<file path="config.mk">
export PLATFORM = sky130hd
export DESIGN_NAME = alu_muldiv
export DESIGN_NICKNAME = d
export VERILOG_FILES = /design/src/rtl/alu_muldiv.sv
export SDC_FILE = /design/constraint.sdc
export NUM_CORES = 1
export LEC_CHECK = 0
export CAP_MARGIN = 20
export CORE_MARGIN = 2
export CORE_UTILIZATION = 30
export DETAILED_ROUTE_END_ITERATION = 8
export PLACE_DENSITY = 0.59
export SLEW_MARGIN = 15
export SYNTH_ARGS = -nofsm -noshare
export SYNTH_HDL_FRONTEND = slang
export SYNTH_SLANG_ARGS = --single-unit
</file>
<file path="constraint.sdc">
create_clock -name clk -period 3 [get_ports clk]
set_input_delay 0.6 -clock clk [delete_from_list [all_inputs] [get_ports clk]]
set_output_delay 0.6 -clock clk [all_outputs]
set_load 0.05 [all_outputs]
</file>
<file path="src/rtl/alu_muldiv.sv">
// Multi-cycle MUL AB / DIV AB unit: shift-add multiply, restoring divide, one bit per clock.
// Define ALU_MULDIV_EARLY_EN to let MUL finish once the unconsumed multiplier bits are zero.
module alu_muldiv #(
    parameter int WIDTH = 8,
    parameter int CNT_W = $clog2(WIDTH) + 1
) (
    input  logic             clk,
    input  logic             rst_n,
    input  logic             start,
    input  logic [3:0]       ALUCode,
    input  logic [WIDTH-1:0] A,
    input  logic [WIDTH-1:0] B,
    output logic             busy,
    output logic             done,
    output logic [WIDTH-1:0] Result,
    output logic [WIDTH-1:0] ResultB,
    output logic             Carry,
    output logic             OVerflow
);

    localparam logic [3:0] ALU_MUL = 4'b1010;
    localparam logic [3:0] ALU_DIV = 4'b1011;

    typedef enum logic [1:0] {IDLE, RUN, DONE} state_t;

    state_t             state;
    logic               is_div;
    logic [WIDTH-1:0]   opnd;     // multiplicand (MUL) or divisor (DIV)
    logic [WIDTH-1:0]   acc;      // upper product half or partial remainder
    logic [WIDTH-1:0]   lo;       // multiplier/low product or dividend/quotient
    logic [CNT_W-1:0]   cnt;
`ifdef ALU_MULDIV_EARLY_EN
    logic [WIDTH-1:0]   mrem;     // multiplier bits not yet consumed
`endif

    logic               accept;
    logic               op_is_div;
    logic               cnt_last;
    logic               run_last;
    logic [WIDTH:0]     mul_sum;
    logic [2*WIDTH-1:0] mul_p;
    logic [2*WIDTH-1:0] mul_fin;
    logic [WIDTH:0]     div_sh;
    logic [WIDTH:0]     div_diff;
    logic               div_ok;
    logic [WIDTH-1:0]   div_r;
    logic [WIDTH-1:0]   div_q;

    assign op_is_div = (ALUCode == ALU_DIV);
    assign accept    = start && (ALUCode == ALU_MUL || op_is_div) && (state != RUN);
    assign cnt_last  = (cnt == CNT_W'(WIDTH - 1));

    always_comb begin
        mul_sum  = {1'b0, acc} + (lo[0] ? {1'b0, opnd} : {(WIDTH+1){1'b0}});
        mul_p    = {mul_sum, lo[WIDTH-1:1]};
        div_sh   = {acc, lo[WIDTH-1]};
        div_diff = div_sh - {1'b0, opnd};
        div_ok   = ~div_diff[WIDTH];
        div_r    = div_ok ? div_diff[WIDTH-1:0] : div_sh[WIDTH-1:0];
        div_q    = {lo[WIDTH-2:0], div_ok};
`ifdef ALU_MULDIV_EARLY_EN
        // Skipped iterations would only shift, so apply that shift here in one go.
        mul_fin  = mul_p >> (CNT_W'(WIDTH - 1) - cnt);
        run_last = cnt_last || (!is_div && (mrem[WIDTH-1:1] == '0));
`else
        mul_fin  = mul_p;
        run_last = cnt_last;
`endif
    end

    always_ff @(posedge clk) begin
        if (!rst_n) begin
            state    <= IDLE;
            is_div   <= 1'b0;
            opnd     <= '0;
            acc      <= '0;
            lo       <= '0;
            cnt      <= '0;
`ifdef ALU_MULDIV_EARLY_EN
            mrem     <= '0;
`endif
            busy     <= 1'b0;
            done     <= 1'b0;
            Result   <= '0;
            ResultB  <= '0;
            Carry    <= 1'b0;
            OVerflow <= 1'b0;
        end else begin
            done <= 1'b0;
            case (state)
                IDLE, DONE: begin
                    if (accept) begin
                        is_div <= op_is_div;
                        acc    <= '0;
                        cnt    <= '0;
                        opnd   <= op_is_div ? B : A;
                        lo     <= op_is_div ? A : B;
`ifdef ALU_MULDIV_EARLY_EN
                        mrem   <= B;
`endif
                        if (op_is_div && B == '0) begin
                            // Divide by zero completes at the accept edge with 8051 semantics.
                            state    <= DONE;
                            done     <= 1'b1;
                            Result   <= '1;
                            ResultB  <= A;
                            OVerflow <= 1'b1;
                            Carry    <= 1'b0;
                        end else begin
                            state <= RUN;
                            busy  <= 1'b1;
                        end
                    end else begin
                        state <= IDLE;
                    end
                end
                RUN: begin
                    cnt <= cnt + CNT_W'(1);
                    if (is_div) begin
                        acc <= div_r;
                        lo  <= div_q;
                    end else begin
                        acc <= mul_p[2*WIDTH-1:WIDTH];
                        lo  <= mul_p[WIDTH-1:0];
                    end
`ifdef ALU_MULDIV_EARLY_EN
                    mrem <= mrem >> 1;
`endif
                    if (run_last) begin
                        state <= DONE;
                        busy  <= 1'b0;
                        done  <= 1'b1;
                        Carry <= 1'b0;
                        if (is_div) begin
                            Result   <= div_q;
                            ResultB  <= div_r;
                            OVerflow <= 1'b0;
                        end else begin
                            Result   <= mul_fin[WIDTH-1:0];
                            ResultB  <= mul_fin[2*WIDTH-1:WIDTH];
                            OVerflow <= |mul_fin[2*WIDTH-1:WIDTH];
                        end
                    end
                end
                default: state <= IDLE;
            endcase
        end
    end

endmodule

</file>
# == Word level (Yosys, flattened, before mapping) ==
# Cells that the tools add are included.
# Widths: inputs -> output; s select.
# word_totals
out_inout_bits,20
ff_bits,51
elab_cells,79
latch_bits,0
inputBits,23
romBits,0
n_memories,0
ramBits,0
# op_classes
multipliers,0
n_addsub,3
bitwise_logic,1
eq_ne,10
magnitude_cmp,0
mux,40
shifts,0
div,0
reduce_logical,13
# ops
cell,count
$mux 8,14
$pmux 8 s2,4
$mux 1,12
$add 8x8->9,1
$sub 9x8->9,1
$eq 4x4->1 const B,2
$logic_not 8->1,1
$ne 2x2->1 const B,4
$pmux 1 s2,4
$pmux 4 s2,1
$reduce_and 4->1,2
$reduce_or 8->1,1
$mux 2,3
$add 4x1->4 const B,1
$eq 4x3->1 const B,1
$mux 4,1
$pmux 2 s2,1
$reduce_and 2->1,2
$logic_and 1x1->1,3
$eq 2x1->1 const B,1
$eq 2x2->1 const B,1
$logic_not 2->1,1
$ne 2x1->1 const B,1
$reduce_bool 2->1,1
other kinds (3),3

# == Logic depth before layout (Yosys ltp) ==
# logic_depth
word_depth,6
mapped_depth,10
mapped_depth_nobuf,10

# == Worst setup path after synthesis ==
# OpenSTA, ideal clock, no wires.
# synth_path
kind,register to register
start,reg lo[7]
end,reg acc[6]
synth_period_minus_slack_ns,2.373
path_buffers,0
t_arrival_ns,2.238
t_required_ns,2.864
setup_time_ns,0.136
stages_incl_launch_ff,11
slack_ns,0.627
path_cell_list,dfxtp_1 > inv_1 > ha_1 > inv_1 > fa_1 > a211oi_2 > nor3_4 > mux2i_2 > or4_1 > o211ai_2 > o32ai_1
# synth_between
elab_chain_cells,4
# synth_lines
element,line_no,text
"start, declared",30,logic [WIDTH-1:0] lo;
"start signal, assigned",97,lo <= op_is_div ? A : B;
"start signal, assigned",121,lo <= div_q;
"start signal, assigned",124,lo <= mul_p[WIDTH-1:0];
$sub 9x8->9,57,"div_diff = div_sh - {1'b0, opnd};"
$mux 8,59,div_r = div_ok ? div_diff[WIDTH-1:0] : div_sh[WIDTH-1:0];
$mux 8,119,if (is_div) begin
$pmux 8 s2,90,case (state)
"end signal, assigned",120,acc <= div_r;
"end signal, assigned",123,acc <= mul_p[2*WIDTH-1:WIDTH];
"end, declared",29,logic [WIDTH-1:0] acc;
# Every way passes these cells.
# A chain may end at the register's enable or synchronous reset.

# == Worst setup path in the final report ==
# Same ends and word-level chain as after synthesis.

==> reports/qor.txt <==
Status -> completed
Number of flops mapped to enable cells by yosys -> 0
Kind of critical path -> reg2reg
Place WS -> 0.106 ns
Port buffer count -> 41
Antenna-violating nets left -> 0
Final clock skew -> 0.0183 ns
Most common cell in the netlist -> nand2_1
Ys flop type -> dfxtp_1
Area Overhead vs Synth -> 20.4%
Initial core utilization -> 0.311
Slew @ Worst Pin -> 0.777 ns
Worst Hold Path EP -> Result[7]
Hold_buf cts -> 0
Die height -> 108 um
Pin count of the biggest net entering global routing -> 38
H-tree depth -> 2
FF+latch count, synth -> 50
Die Span X -> 108 um
CP Capture Type -> register
Drt drc -> 0
Layout cell share with drive strength beyond 1 -> 0.0700
Worst R2R End -> acc[6]
Synth warn -> 0
Period utilization -> 0.943
Pwr dens -> 340 nW/um^2
Nets -> 484
Hold Path Class -> reg2reg
CTS tree -> done
Critical path fanouts, max -> 3
Initial DRC count -> 141
Die area -> 11600 sq um
Setup_tns -> 0 ns
Max Freq -> 0.354 GHz
Unique masters post-synth -> 63
VDD IR-drop max -> 0.202 mV
Maxcap violations -> 0
Detailed Place HPWL -> 7390 um
Clock sink total -> 50
Worst-case clock buffer depth -> 2
First-pass GRT wire length -> 16200 um
Hold Crit Depth -> 2
R2R Path Start -> lo[7]
Clock transition at the registers of the reported paths -> 0.11 ns
CTS Buf Count -> 5
Final hold vios -> 0
Worst R2R Setup Slack -> 0.17 ns
Drt pass-1 iters -> 5
Routed vias/inst -> 5.58
Most frequent cells after synthesis -> 56 x nand2_1, 50 x dfxtp_1, 39 x nor2_1, 22 x a21oi_1, 20 x clkbuf_1
Final setup fails -> 0
LEAKAGE -> 1.47 nW
Clock latency on the worst-skew pair -> 0.32 ns
Antenna violations before repair -> 0
Synth area leader -> dfxtp_1
Final WS setup -> 0.172 ns
Core area -> 10400 sq um
Mapped Area -> 3230 sq um
DRT Wirelength -> 9960 um
Ys async rst share -> 0
Row count -> 37
Drt wl/cell -> 17.2 um
Post-layout min period -> 2.83 ns
Worst path arrival time -> 3.02 ns
Synth top area cells -> dfxtp_1 31%, ha_1 6.6%, nand2_1 6.5%
Worst Hold Launch -> Result[7]
DR vias -> 3232
Mapped Cells -> 408
Top cell type's share of synthesized area -> 0.310
Placer congestion estimate -> 0.932
Reg2reg path depth -> 10
Unrepaired setup endpoints after global routing -> false
Syn_area_per_cell -> 7.91 sq um
Ports -> 43
Req. time, crit path -> 3.19 ns
Seq/Total Area, Yosys -> 0.310
Ant. Diodes -> 0
Slew HR -> 0.482
Total global routing track utilization -> 0.176
Syn_nets -> 450
Root Driver -> clkbuf_8
CP startpoint kind -> register
GRT Residual Overflow -> 0
Fin. max-slew vios -> 0
Vias in the first global route -> 3090
[cell usage in the layout (no fill, tap or decap), types with 14 or more instances in the layout]
cell	count
a211oi_1	16
a21oi_1	22
a311oi_1	16
and2_1	19
clkdlybuf4s50_1	41
dfxtp_1	50
ha_1	17
inv_1	14
nand2_1	56
nor2_1	39
o21ai_0	15
[cell type report]
type,instances,area [sq um]
clock inverters,3,23.8
flip-flops and latches,50,1000
fillers,1101,6490
repair buffers,51,485
clock buffers,5,68.8
multi-input cells,319,2080
inverters,15,56.3
well taps,136,170
[cell families after synthesis]
family                   count (synthesis)  share of synthesized area
other                                    1                    0.00116
XOR/XNOR                                 8                     0.0217
buffers and inverters                   39                     0.0473
AND/OR/NAND/NOR                        162                      0.245
multiplexers                             3                     0.0120
flip-flops                              50                      0.310
adder cells (fa/ha/maj)                 19                     0.0783
AO/OA/AOI/OAI                          126                      0.285
[routing by layer]
metal  up-vias  track usage  wire length [um]
li1       1565            -                 -
met1      1536        0.238              4470
met2       116        0.296              4810
met3        15       0.0242               545
met5         -            0                 0
met4         0       0.0412               140
[worst max path at each step]
stage               cells past startpoint          to     from  slack [ns]
floorplan                              10      acc[6]    lo[7]        0.63
global placement                        9  ResultB[4]  opnd[0]        0.15
detailed placement                     10  ResultB[4]    lo[7]        0.11
CTS                                    10  ResultB[4]    lo[7]        0.08
global route                           10      acc[6]    lo[7]       0.008
finish                                 10      acc[6]    lo[7]        0.17
[what timing repair did]
action / 4_1_cts / 5_1_grt
setup buffers: 0 / 0
setup endpoints to repair: 0 / 2
gates resized for setup: 0 / 1
[report_power, final]
group,total (mW),switching [mW],internal (mW)
combinational,0.208,0.122,0.0859
clock,0.427,0.260,0.168
sequential,0.684,0.0104,0.674
[metrics by stage]
stage                     total power [mW]  instance area [sq um]  hold slack [ns]   util  std cells
after CTS                             1.32                   3880            0.513  0.374        579
after floorplan                      0.824                   3230            0.466      -        408
final                                 1.32                   3880            0.507  0.375        579
after global routing                  1.37                   3880            0.532  0.375        579
after detailed placement             0.905                   3790            0.495  0.365        571
after global placement               0.904                   3790            0.488  0.365        571
[critical path: stages (launching register included)]
cell and delay, ns:
dfxtp_1 0.34, inv_1 0.08, ha_1 0.17, inv_1 0.06
fa_1 0.44, a211oi_2 0.38, nor2_1 0.09, a2111oi_0 0.60
o21ai_0 0.29, o211ai_2 0.16, o32ai_1 0.09
[sequential cells by signal, summed over array words and instances, names as in the netlist, 2 cells and up]
register / cells
Result: 8
ResultB: 8
acc: 8
cnt: 4
lo: 8
opnd: 8
state: 2
No activity file was read; power rests on OpenSTA's default activity.
